<file path="config.mk">
export PLATFORM = sky130hd
export DESIGN_NAME = prog_loader
export DESIGN_NICKNAME = d
export VERILOG_FILES = /design/src/rtl/cpu_pkg.sv /design/src/rtl/prog_loader.sv
export SDC_FILE = /design/constraint.sdc
export NUM_CORES = 1
export LEC_CHECK = 0
export CAP_MARGIN = 40
export CORE_MARGIN = 2
export CORE_UTILIZATION = 55
export CTS_BUF_LIST = sky130_fd_sc_hd__clkbuf_8
export CTS_CLUSTER_DIAMETER = 100
export CTS_CLUSTER_SIZE = 10
export DETAILED_ROUTE_END_ITERATION = 7
export GPL_ROUTABILITY_DRIVEN = 0
export PLACE_DENSITY = 0.91
export SLEW_MARGIN = 20
export SYNTH_ARGS = -nofsm -noshare
export SYNTH_HDL_FRONTEND = slang
export SYNTH_SLANG_ARGS = --single-unit
</file>
<file path="constraint.sdc">
create_clock -name clk -period 1.9 [get_ports clk]
set_input_delay 0.285 -clock clk [delete_from_list [all_inputs] [get_ports clk]]
set_output_delay 0.285 -clock clk [all_outputs]
set_load 0.05 [all_outputs]
</file>
<file path="src/rtl/cpu_pkg.sv">
// Shared definitions for the boot-time program loader: FSM encoding and word geometry.
package cpu_pkg;

  localparam int BYTES_PER_WORD = 4;

  typedef enum logic [2:0] {
    S_IDLE  = 3'd0,
    S_LOAD  = 3'd1,
    S_WRITE = 3'd2,
    S_CHECK = 3'd3,
    S_RUN   = 3'd4,
    S_ERR   = 3'd5
  } state_t;

endpackage

</file>
<file path="src/rtl/prog_loader.sv">
// Byte-stream program loader: count byte, 4*N little-endian data bytes, XOR checksum,
// written into instruction RAM; releases the core only after a verified load.
module prog_loader
  import cpu_pkg::*;
#(
  parameter int ADDR_WIDTH = 4
) (
  input  logic                  clk,
  input  logic                  rst_n,
  input  logic [7:0]            rx_data,
  input  logic                  rx_valid,
  output logic                  rx_ready,
  input  logic                  restart,
  output logic [ADDR_WIDTH-1:0] imem_addr,
  output logic [31:0]           imem_data,
  output logic                  imem_we,
  output logic                  core_run,
  output logic                  err
);

  localparam int DEPTH = 1 << ADDR_WIDTH;
  localparam logic [1:0] LAST_BYTE = 2'(BYTES_PER_WORD - 1);
  localparam logic [ADDR_WIDTH:0] ONE_W = (ADDR_WIDTH+1)'(1);

  state_t                state, state_nxt;
  logic [ADDR_WIDTH:0]   n_words;
  logic [ADDR_WIDTH-1:0] widx;
  logic [1:0]            bcnt;
  logic [7:0]            csum;
  logic [31:0]           word;
  logic                  n_ok, last_word, take;

  assign n_ok      = (rx_data != 8'd0) && ({24'd0, rx_data} <= 32'(DEPTH));
  // Compare in ADDR_WIDTH+1 bits so a full-depth load terminates although widx wraps.
  assign last_word = ({1'b0, widx} + ONE_W) == n_words;
  assign take      = rx_valid && rx_ready;

  always_ff @(posedge clk) begin
    if (!rst_n) state <= S_IDLE;
    else        state <= state_nxt;
  end

  always_comb begin
    state_nxt = state;
    rx_ready  = 1'b0;
    imem_we   = 1'b0;
    core_run  = 1'b0;
    err       = 1'b0;
    unique case (state)
      S_IDLE: begin
        rx_ready = 1'b1;
        if (rx_valid) state_nxt = n_ok ? S_LOAD : S_ERR;
      end
      S_LOAD: begin
        rx_ready = 1'b1;
        if (rx_valid && bcnt == LAST_BYTE) state_nxt = S_WRITE;
      end
      S_WRITE: begin
        imem_we   = 1'b1;
        state_nxt = last_word ? S_CHECK : S_LOAD;
      end
      S_CHECK: begin
        rx_ready = 1'b1;
        if (rx_valid) state_nxt = (rx_data == csum) ? S_RUN : S_ERR;
      end
      S_RUN: begin
        core_run = 1'b1;
        if (restart) state_nxt = S_IDLE;
      end
      S_ERR: begin
        err = 1'b1;
        if (restart) state_nxt = S_IDLE;
      end
      default: state_nxt = S_IDLE;
    endcase
  end

  // Write address/data are registered on the 4th byte so they are stable in WRITE
  // and keep their value afterwards.
  always_ff @(posedge clk) begin
    if (!rst_n) begin
      n_words   <= '0;
      widx      <= '0;
      bcnt      <= '0;
      csum      <= '0;
      word      <= '0;
      imem_addr <= '0;
      imem_data <= '0;
    end else begin
      unique case (state)
        S_IDLE: if (take) begin
          n_words <= (ADDR_WIDTH+1)'(rx_data);
          widx    <= '0;
          bcnt    <= '0;
          csum    <= '0;
        end
        S_LOAD: if (take) begin
          csum <= csum ^ rx_data;
          bcnt <= bcnt + 2'd1;
          word[{bcnt, 3'b000} +: 8] <= rx_data;
          if (bcnt == LAST_BYTE) begin
            imem_addr <= widx;
            imem_data <= {rx_data, word[23:0]};
          end
        end
        S_WRITE: widx <= widx + ADDR_WIDTH'(1);
        S_RUN, S_ERR: if (restart) begin
          widx <= '0;
          bcnt <= '0;
          csum <= '0;
        end
        default: ;
      endcase
    end
  end

endmodule

</file>
== After elaboration in Yosys (flattened, before gate mapping) ==
Index checks and enable logic that the tools add are counted.
Widths: inputs -> output; s select.

* Add/subtract/negate cells: 4
* Multiply operators: 0
* Div/mod/pow operators: 0
* Order comparisons: 1
* Equal/unequal tests: 14
* Shift operators: 2
* Mux-type cells: 24
* Bitwise logic cells: 1
* Reductions and logical operators: 15

{| class="wikitable"
|+ Operator list
! cell !! count
|-
| $bwmux 32 || 1
|-
| $shift 8x7->32 const A || 1
|-
| $shiftx 8x7->32 || 1
|-
| $mux 8 || 3
|-
| $pmux 8 s3 || 1
|-
| $mux 3 || 5
|-
| $pmux 3 s5 || 1
|-
| $pmux 4 s3 || 1
|-
| $ne 2x2->1 const B || 5
|-
| $eq 8x8->1 || 1
|-
| $le 8x5->1 const B || 1
|-
| $mux 2 || 4
|-
| $mux 4 || 2
|-
| $reduce_and 4->1 || 2
|-
| $reduce_bool 8->1 || 1
|-
| $xor 8x8->8 || 1
|-
| $neg 5->7 || 1
|-
| $eq 3x2->1 const B || 2
|-
| $eq 3x3->1 const B || 2
|-
| $pmux 2 s3 || 1
|-
| $reduce_and 3->1 || 2
|-
| $reduce_bool 3->1 || 2
|-
| $add 4x1->5 const B || 1
|-
| $eq 5x5->1 || 1
|-
| other kinds (11) || 18
|}

* Register bits: 90
* Latch bits: 0
* RAM bits: 0
* Bits in read-only memories: 0
* Output and inout bits: 40
* Memories: 0

== Depth between registers and ports, before layout ==
Gate-level depths: netlist of the first run.

* Depth after elaboration: 6
* Depth in mapped cells: 7

== Worst setup path before layout of the first run ==
No wires, ideal clock.

* Path kind: reg2out
* From: reg state[2]
* To: out core_run
* Arrival time: 1.857 ns
* Data required time: 1.615 ns
* Setup slack: -0.242 ns
* Stages on the path, launching flop included: 4
* Path buffers: 2
* Cell sequence: dfxtp_1 -> buf_6 -> clkbuf_1 -> nor3b_1

* Longest elaborated chain between the ends: 2

{| class="wikitable"
|+ Ends and longest elaborated chain
! element !! RTL line !! text
|-
| start, declared || prog_loader.sv:25 || <nowiki>state_t state, state_nxt;</nowiki>
|-
| start signal, assigned || prog_loader.sv:40 || <nowiki>else state <= state_nxt;</nowiki>
|-
| $eq 3x3->1 || prog_loader.sv:49 || <nowiki>unique case (state)</nowiki>
|-
| $mux 1 || prog_loader.sv:49 ||
|-
| end, declared || prog_loader.sv:17 || <nowiki>output logic core_run,</nowiki>
|}

Every way passes these cells.

== Final worst setup path of the first run ==
* From: reg imem_data[31]
* To: out imem_data[31]

{| class="wikitable"
|+ RTL lines
! element !! RTL line !! text
|-
| start, declared || prog_loader.sv:15 || <nowiki>output logic [31:0] imem_data,</nowiki>
|-
| start signal, assigned || prog_loader.sv:103 || <nowiki>imem_data <= {rx_data, word[23:0]};</nowiki>
|}

No word-level cell between the ends.

==> results of run 1 <==
==> flip-flops by register name, summed over array words and instances (netlist names) <==
signal / cells
n_words: 5
word: 24
csum: 8
imem_addr: 4
state: 3
bcnt: 2
widx: 4
imem_data: 32
==> worst max path at each step <==
stage                                    start                     to  slack (ns)  cells after the start
finish              imem_data[31]$_SDFFE_PN0P_          imem_data[31]        0.05                      1
global route        imem_data[31]$_SDFFE_PN0P_          imem_data[31]        0.04                      1
CTS                      state[1]$_SDFFE_PN0P_                imem_we        0.03                      3
detailed placement                    rx_valid  word[17]$_SDFFE_PN0P_       -0.04                      7
global placement                      rx_valid  word[18]$_SDFFE_PN0P_        0.07                      7
floorplan                state[1]$_SDFFE_PN0P_               rx_ready        0.20                      3
==> per-stage QoR <==
step           power (uW)  area (um2)  hold slack (ns)
6_report             3450        4440            0.455
5_1_grt              3570        4440            0.468
4_1_cts              3450        4430            0.458
3_5_place_dp         2130        4220            0.445
3_3_place_gp         2120        4220            0.442
2_1_floorplan        2020        3600            0.432
==> timing repair <==
action	CTS	global route
setup endpoints to repair	1	1
resized for setup	1	1
cloned	0	0
setup buffers	0	0
==> final cells by class <==
| class | instances | area (um2) |
|---|---|---|
| clock buffer | 12 | 165 |
| clock inverter | 4 | 48.8 |
| fill | 464 | 1910 |
| inverter | 5 | 18.8 |
| multi-input combinational | 311 | 1710 |
| sequential | 82 | 1650 |
| tap | 77 | 96.3 |
| timing repair buffer | 74 | 748 |
==> cell usage in the layout, fill, tap and decap left out, drive strengths merged, types with 6 or more instances in the layout <==
master and instances:
nand2 102, dfxtp 82, a21oi 75, clkdlybuf4s50 47, nand3 27, buf 27
nor2 21, clkbuf 12, o21ai 11, nand3b 10, xnor2 10, mux2i 7
ha 6
==> metal layers <==
metal	track usage, %	wire length [um]	part of all wire, %	vias up
met4	12.0	184	2.1	0
met3	4.03	549	6.4	19
met1	29.9	3540	41	1493
met5	0	0	0	-
met2	42.2	4360	51	107
li1	-	-	-	1553
==> power by group <==
part           total (uW)  internal, uW  switching [uW]  leakage, uW
logic                 337           145             193     0.000762
clock network        1350           713             636     0.000112
registers            1760          1740            20.2     0.000663
==> cells by family (layout without fill, tap and decap cells) <==
family	count (synthesis)	after routing
AOI/OAI and AO/OA	95	95
xor gates and xnor gates	14	14
adders and majority gates	6	6
buffers and inverters	39	95
DFF	82	82
muxes	7	7
and+or+nand+nor	189	189
==> results_dict.tcl, run 1 <==
set metrics [dict create \
    yosysWarnings 0 \
    place_ws_ns -0.0414 \
    clk_path_buf_depth 2 \
    grt_max_degree 62 \
    synth_ff_type "dfxtp_1" \
    io_buffers 51 \
    core.rowCount 29 \
    synth_top_family_by_area "simple AND/OR/NAND/NOR gates" \
    tightest_slew_ns 0.519 \
    async_flop_share_pct 0 \
    synth_top_area_share_pct 45.7 \
    reg2regPathDepth 5 \
    grt_pass1_vias 3067 \
    clk_pin_slew_ns 0.08 \
    cts_buffers 9 \
    synthTopCellsByCount "101 x nand2_1, 82 x dfxtp_1, 75 x a21oi_1" \
    fin_crit_sh_pct 97.4 \
    drt_first_pass_iters 4 \
    cts_root_buf "clkbuf_8" \
    synth_edf_count 0 \
    dpl.hpwl_mm 5.87 \
    min_path_cells 2 \
    ant_nets 0 \
    clock-sinks 82 \
    leakage_uw 0.00154 \
    max_cap_violations 0 \
    synth_xor_area_share_pct 3.41 \
    synth-seq-area-share_pct 45.7 \
    drcViolationCount 0 \
    synth_cells 432 \
    diodes 0 \
    rsz0062_at_grt "false" \
    worstPathCellList "clkdlybuf4s50_1" \
    cp_slowest_stage_delay_ns 0.83 \
    worst_slack_ns 0.0503 \
    wl_per_cell_um 15.3 \
    finalNetCount 501 \
    via_per_inst 5.61 \
    cp_num_buf_inv 1 \
    min_path_type "register to register" \
    synth_area_um2 3590 \
    dp_cells 549 \
    report.final.setup_viol 0 \
    vias 3172 \
    hold_buffers 0 \
    run_status "finished, final reports clean" \
    hold_end "imem_data[12]$_SDFFE_PN0P_" \
    yosys.cell_count.top_type "nand2_1" \
    die_width_um 84.8 \
    relSlewSlack_pct 65.3 \
    min_from "imem_data[12]$_SDFFE_PN0P_" \
    final-instance-count-excl-fill 565 \
    crit_family "buffers and inverters" \
    setup_tns_ns 0 \
    synthesis.nets 450 \
    grt.total_usage_pct 24.6 \
    synth-seq-cells 82 \
    io_pins 52 \
    start_kind "register" \
    drt_iter0_drc 223 \
    wl_mm 8.63 \
    grt_overflow 0 \
    fin_util_pct 69.9 \
    clk_latency_ns 0.37 \
    finalClockSkew_ns 0.00904 \
    critPathMaxFanout 2 \
    hold_violations 0 \
    fin_crit_ns 1.85 \
    cpMaxStageDelayCell "clkdlybuf4s50_1" \
    reg2reg_to "word[14]$_SDFFE_PN0P_" \
    syn2layout_area_growth_pct 23.5 \
    final_layout_size_suffix_gt1_share_pct 11.9 \
    muxShareOfSynthArea_pct 1.95 \
    start_util_pct 56.6 \
    arrival_ns 1.56 \
    synthAdderAreaFrac_pct 2.09 \
    path_class "register to output pin" \
    die_area_um2 7190 \
    end_kind "output pin" \
    core_um2 6350 \
    die_h_um 84.8 \
    critical_path_required_ns 1.62 \
    post-synth-top-area-cell "dfxtp_1" \
    grt_pass1_wl_mm 14.0 \
    antenna_found_initial 0 \
    reg2reg_slack_ns 0.21 \
    ir_drop_uv 533 \
    maxSlewViolCount 0 \
    syn-mean-instance-area_um2 8.31 \
    clock.fmax_mhz 541 \
    yosys-top-cells-area "dfxtp_1 46%, nand2_1 11%, a21oi_1 10%, nand3_1 3.8%, buf_6 3.4%" \
    r2r-start "bcnt[1]$_SDFFE_PN0P_" \
    cts_tree "done" \
    synth-compound-area-share_pct 14.0 \
    synth-simple-area-share_pct 25.9 \
    power.density_nw_per_um2 777 \
    synth_cell_types 42 \
    htree_num_levels 3 \
]
No activity file was read; power rests on OpenSTA's default activity.
==> run 2, diff against run 1 <==
- CELL_PAD_IN_SITES_DETAIL_PLACEMENT: unset -> 1
- CELL_PAD_IN_SITES_GLOBAL_PLACEMENT: unset -> 1
- CORE_UTILIZATION: 55 -> 42
- PLACE_DENSITY: 0.91 -> unset
- PLACE_DENSITY_LB_ADDON: unset -> 0.08
==> run 2 against run 1 <==
Worst setup slack gained 0.014 ns; critical path depth grew 3; register-to-register slack lost 0.04 ns; die area grew 29%; non-clock buffer count grew 2; sequential share of layout area shrank 0.75 points; worst hold slack gained 0.0017 ns; sequential power is essentially flat; design area grew 1.8%; critical path type unchanged; critical endpoint is now imem_we.
==> results_dict.tcl, run 2 (synthesized netlist as in run 1, its figures left out) <==
set metrics [dict create \
    dp_cells 579 \
    fin_crit_sh_pct 96.6 \
    relSlewSlack_pct 66.3 \
    startpoint "state[0]$_SDFFE_PN0P_" \
    core_um2 8260 \
    layout_commonest_cell "nand2_1" \
    clk_latency_ns 0.36 \
    maxSlewViolCount 0 \
    crit_family "buffers and inverters" \
    reg_top3 "imem_data: 32 flops, word: 24 flops, csum: 8 flops" \
    rsz0062_at_grt "false" \
    reg2reg_to "word[18]$_SDFFE_PN0P_" \
    final-instance-count-excl-fill 594 \
    wl_per_cell_um 16.0 \
    drt_iter0_drc 110 \
    worstSetupPathDepth 4 \
    cpMaxStageDelayCell "or3b_4" \
    die_width_um 96.5 \
    wl_met2_mm 4.63 \
    clock-sinks 82 \
    vias 3133 \
    p_total_uw 3780 \
    start_util_pct 43.5 \
    critical_path_required_ns 1.62 \
    htree_num_levels 3 \
    io_pins 52 \
    clock.fmax_mhz 545 \
    arrival_ns 1.55 \
    largest_reg_flops 32 \
    post_cts.repair.setup_buffers 0 \
    crit_end "imem_we" \
    regMostFlops "imem_data" \
    syn2layout_area_growth_pct 25.8 \
    cts_buffers 9 \
    max_cap_violations 0 \
    met3WireLength_um 194 \
    finalNetCount 503 \
    critPathMaxFanout 9 \
    report.final.setup_viol 0 \
    run_status "finished, final reports clean" \
    drcViolationCount 0 \
    ir_drop_uv 357 \
    cts_root_buf "clkbuf_8" \
    cp_num_buf_inv 3 \
    diodes 0 \
    drt_first_pass_iters 4 \
    io_buffers 51 \
    core.rowCount 33 \
    finalClockSkew_ns 0.00927 \
    reg2reg_slack_ns 0.17 \
    final_cell_mix "101 x nand2_1, 82 x dfxtp_1, 75 x a21oi_1" \
    grt_overflow 0 \
    clk_pin_slew_ns 0.08 \
    r2r-start "bcnt[0]$_SDFFE_PN0P_" \
    antenna_found_initial 0 \
    tightest_slew_ns 0.504 \
    die_h_um 96.5 \
    grt_pass1_vias 3124 \
    min_path_type "register to register" \
    routed.top_layer "met4" \
    dpl.hpwl_mm 6.52 \
    reg2regPathDepth 6 \
    cts_tree "done" \
    ant_nets 0 \
    cp_slowest_stage_delay_ns 0.42 \
    path_class "register to output pin" \
    grt_pass1_wl_mm 15.3 \
    worstPathCellList "buf_4, or3b_4, inv_2, buf_12" \
    power.density_nw_per_um2 837 \
    leakage_uw 0.00156 \
    wl_mm 9.49 \
    setup_tns_ns 0 \
    fin_util_pct 54.7 \
    die_area_um2 9310 \
    hold_violations 0 \
    whs_ns 0.457 \
    fin_crit_ns 1.84 \
    grt_max_degree 35 \
    final_layout_size_suffix_gt1_share_pct 12.1 \
    start_kind "register" \
    end_kind "output pin" \
    via_per_inst 5.27 \
    clk_path_buf_depth 2 \
    met1_length_mm 4.50 \
    grt.total_usage_pct 21.7 \
]
==> run 2: changes by cell type in the layout (fill, tap and decap cells not counted) <==
cell	before	now
inv_1	4	3
clkinv_2	2	0
inv_6	0	1
buf_4	21	24
clkbuf_8	12	9
dfxtp_4	1	0
bufinv_16	1	4
inv_2	1	2
dfxtp_1	81	82
buf_12	6	5
==> run 2: repair_timing <==
item | CTS | global route
resized for setup | 1 | 0
endpoints found under the setup margin | 1 | 0
hold buffers | 0 | 0
endpoints found under the hold margin | 0 | 0
==> run 2: area by class of cell <==
type / instances / area, um2
fillers: 1003 / 3740
clock buffers: 9 / 124
flip-flops and latches: 82 / 1640
repair buffers: 76 / 751
multi-input cells: 311 / 1710
inverters: 5 / 18.8
clock inverters: 6 / 138
well taps: 105 / 131
==> run 2: power breakdown <==
part / internal [uW] / switching (uW)
sequential: 1740 / 25.3
combinational: 146 / 191
clock: 1010 / 668
total: 2890 / 884
==> run 2: per-layer routing <==
metal  vias to the layer above  track usage (%)
li1                       1555                -
met1                      1525             27.2
met2                        41             37.3
met3                        12             3.10
met4                         0             8.69
met5                         -                0
==> run 2: how the worst min path moves through the flow <==
stage	cells past startpoint	from	slack, ns	to
4_1_cts	2	imem_data[4]$_SDFFE_PN0P_	0.46	imem_data[4]$_SDFFE_PN0P_
3_3_place_gp	2	imem_addr[2]$_SDFFE_PN0P_	0.44	imem_addr[2]$_SDFFE_PN0P_
6_report	2	imem_data[4]$_SDFFE_PN0P_	0.46	imem_data[4]$_SDFFE_PN0P_
5_1_grt	2	imem_data[1]$_SDFFE_PN0P_	0.48	imem_data[1]$_SDFFE_PN0P_
3_5_place_dp	2	word[1]$_SDFFE_PN0P_	0.45	word[1]$_SDFFE_PN0P_
2_1_floorplan	2	word[0]$_SDFFE_PN0P_	0.43	imem_data[0]$_SDFFE_PN0P_
==> run 2: metrics by stage <==
stage | setup WS (ns) | cell area [um2]
after floorplan | 0.204 | 3600
after global placement | 0.0973 | 4260
after CTS | 0.0521 | 4520
after global routing | 0.00597 | 4520
after detailed placement | 0.0371 | 4260
final | 0.0642 | 4520
==> run 2: worst reg2reg max path, stage by stage, from the launching register on <==
cell and delay [ns]:
dfxtp_1 0.48, inv_1 0.16, ha_1 0.37, nor3b_2 0.20, buf_4 0.18, nand3_1 0.09, a21oi_1 0.17
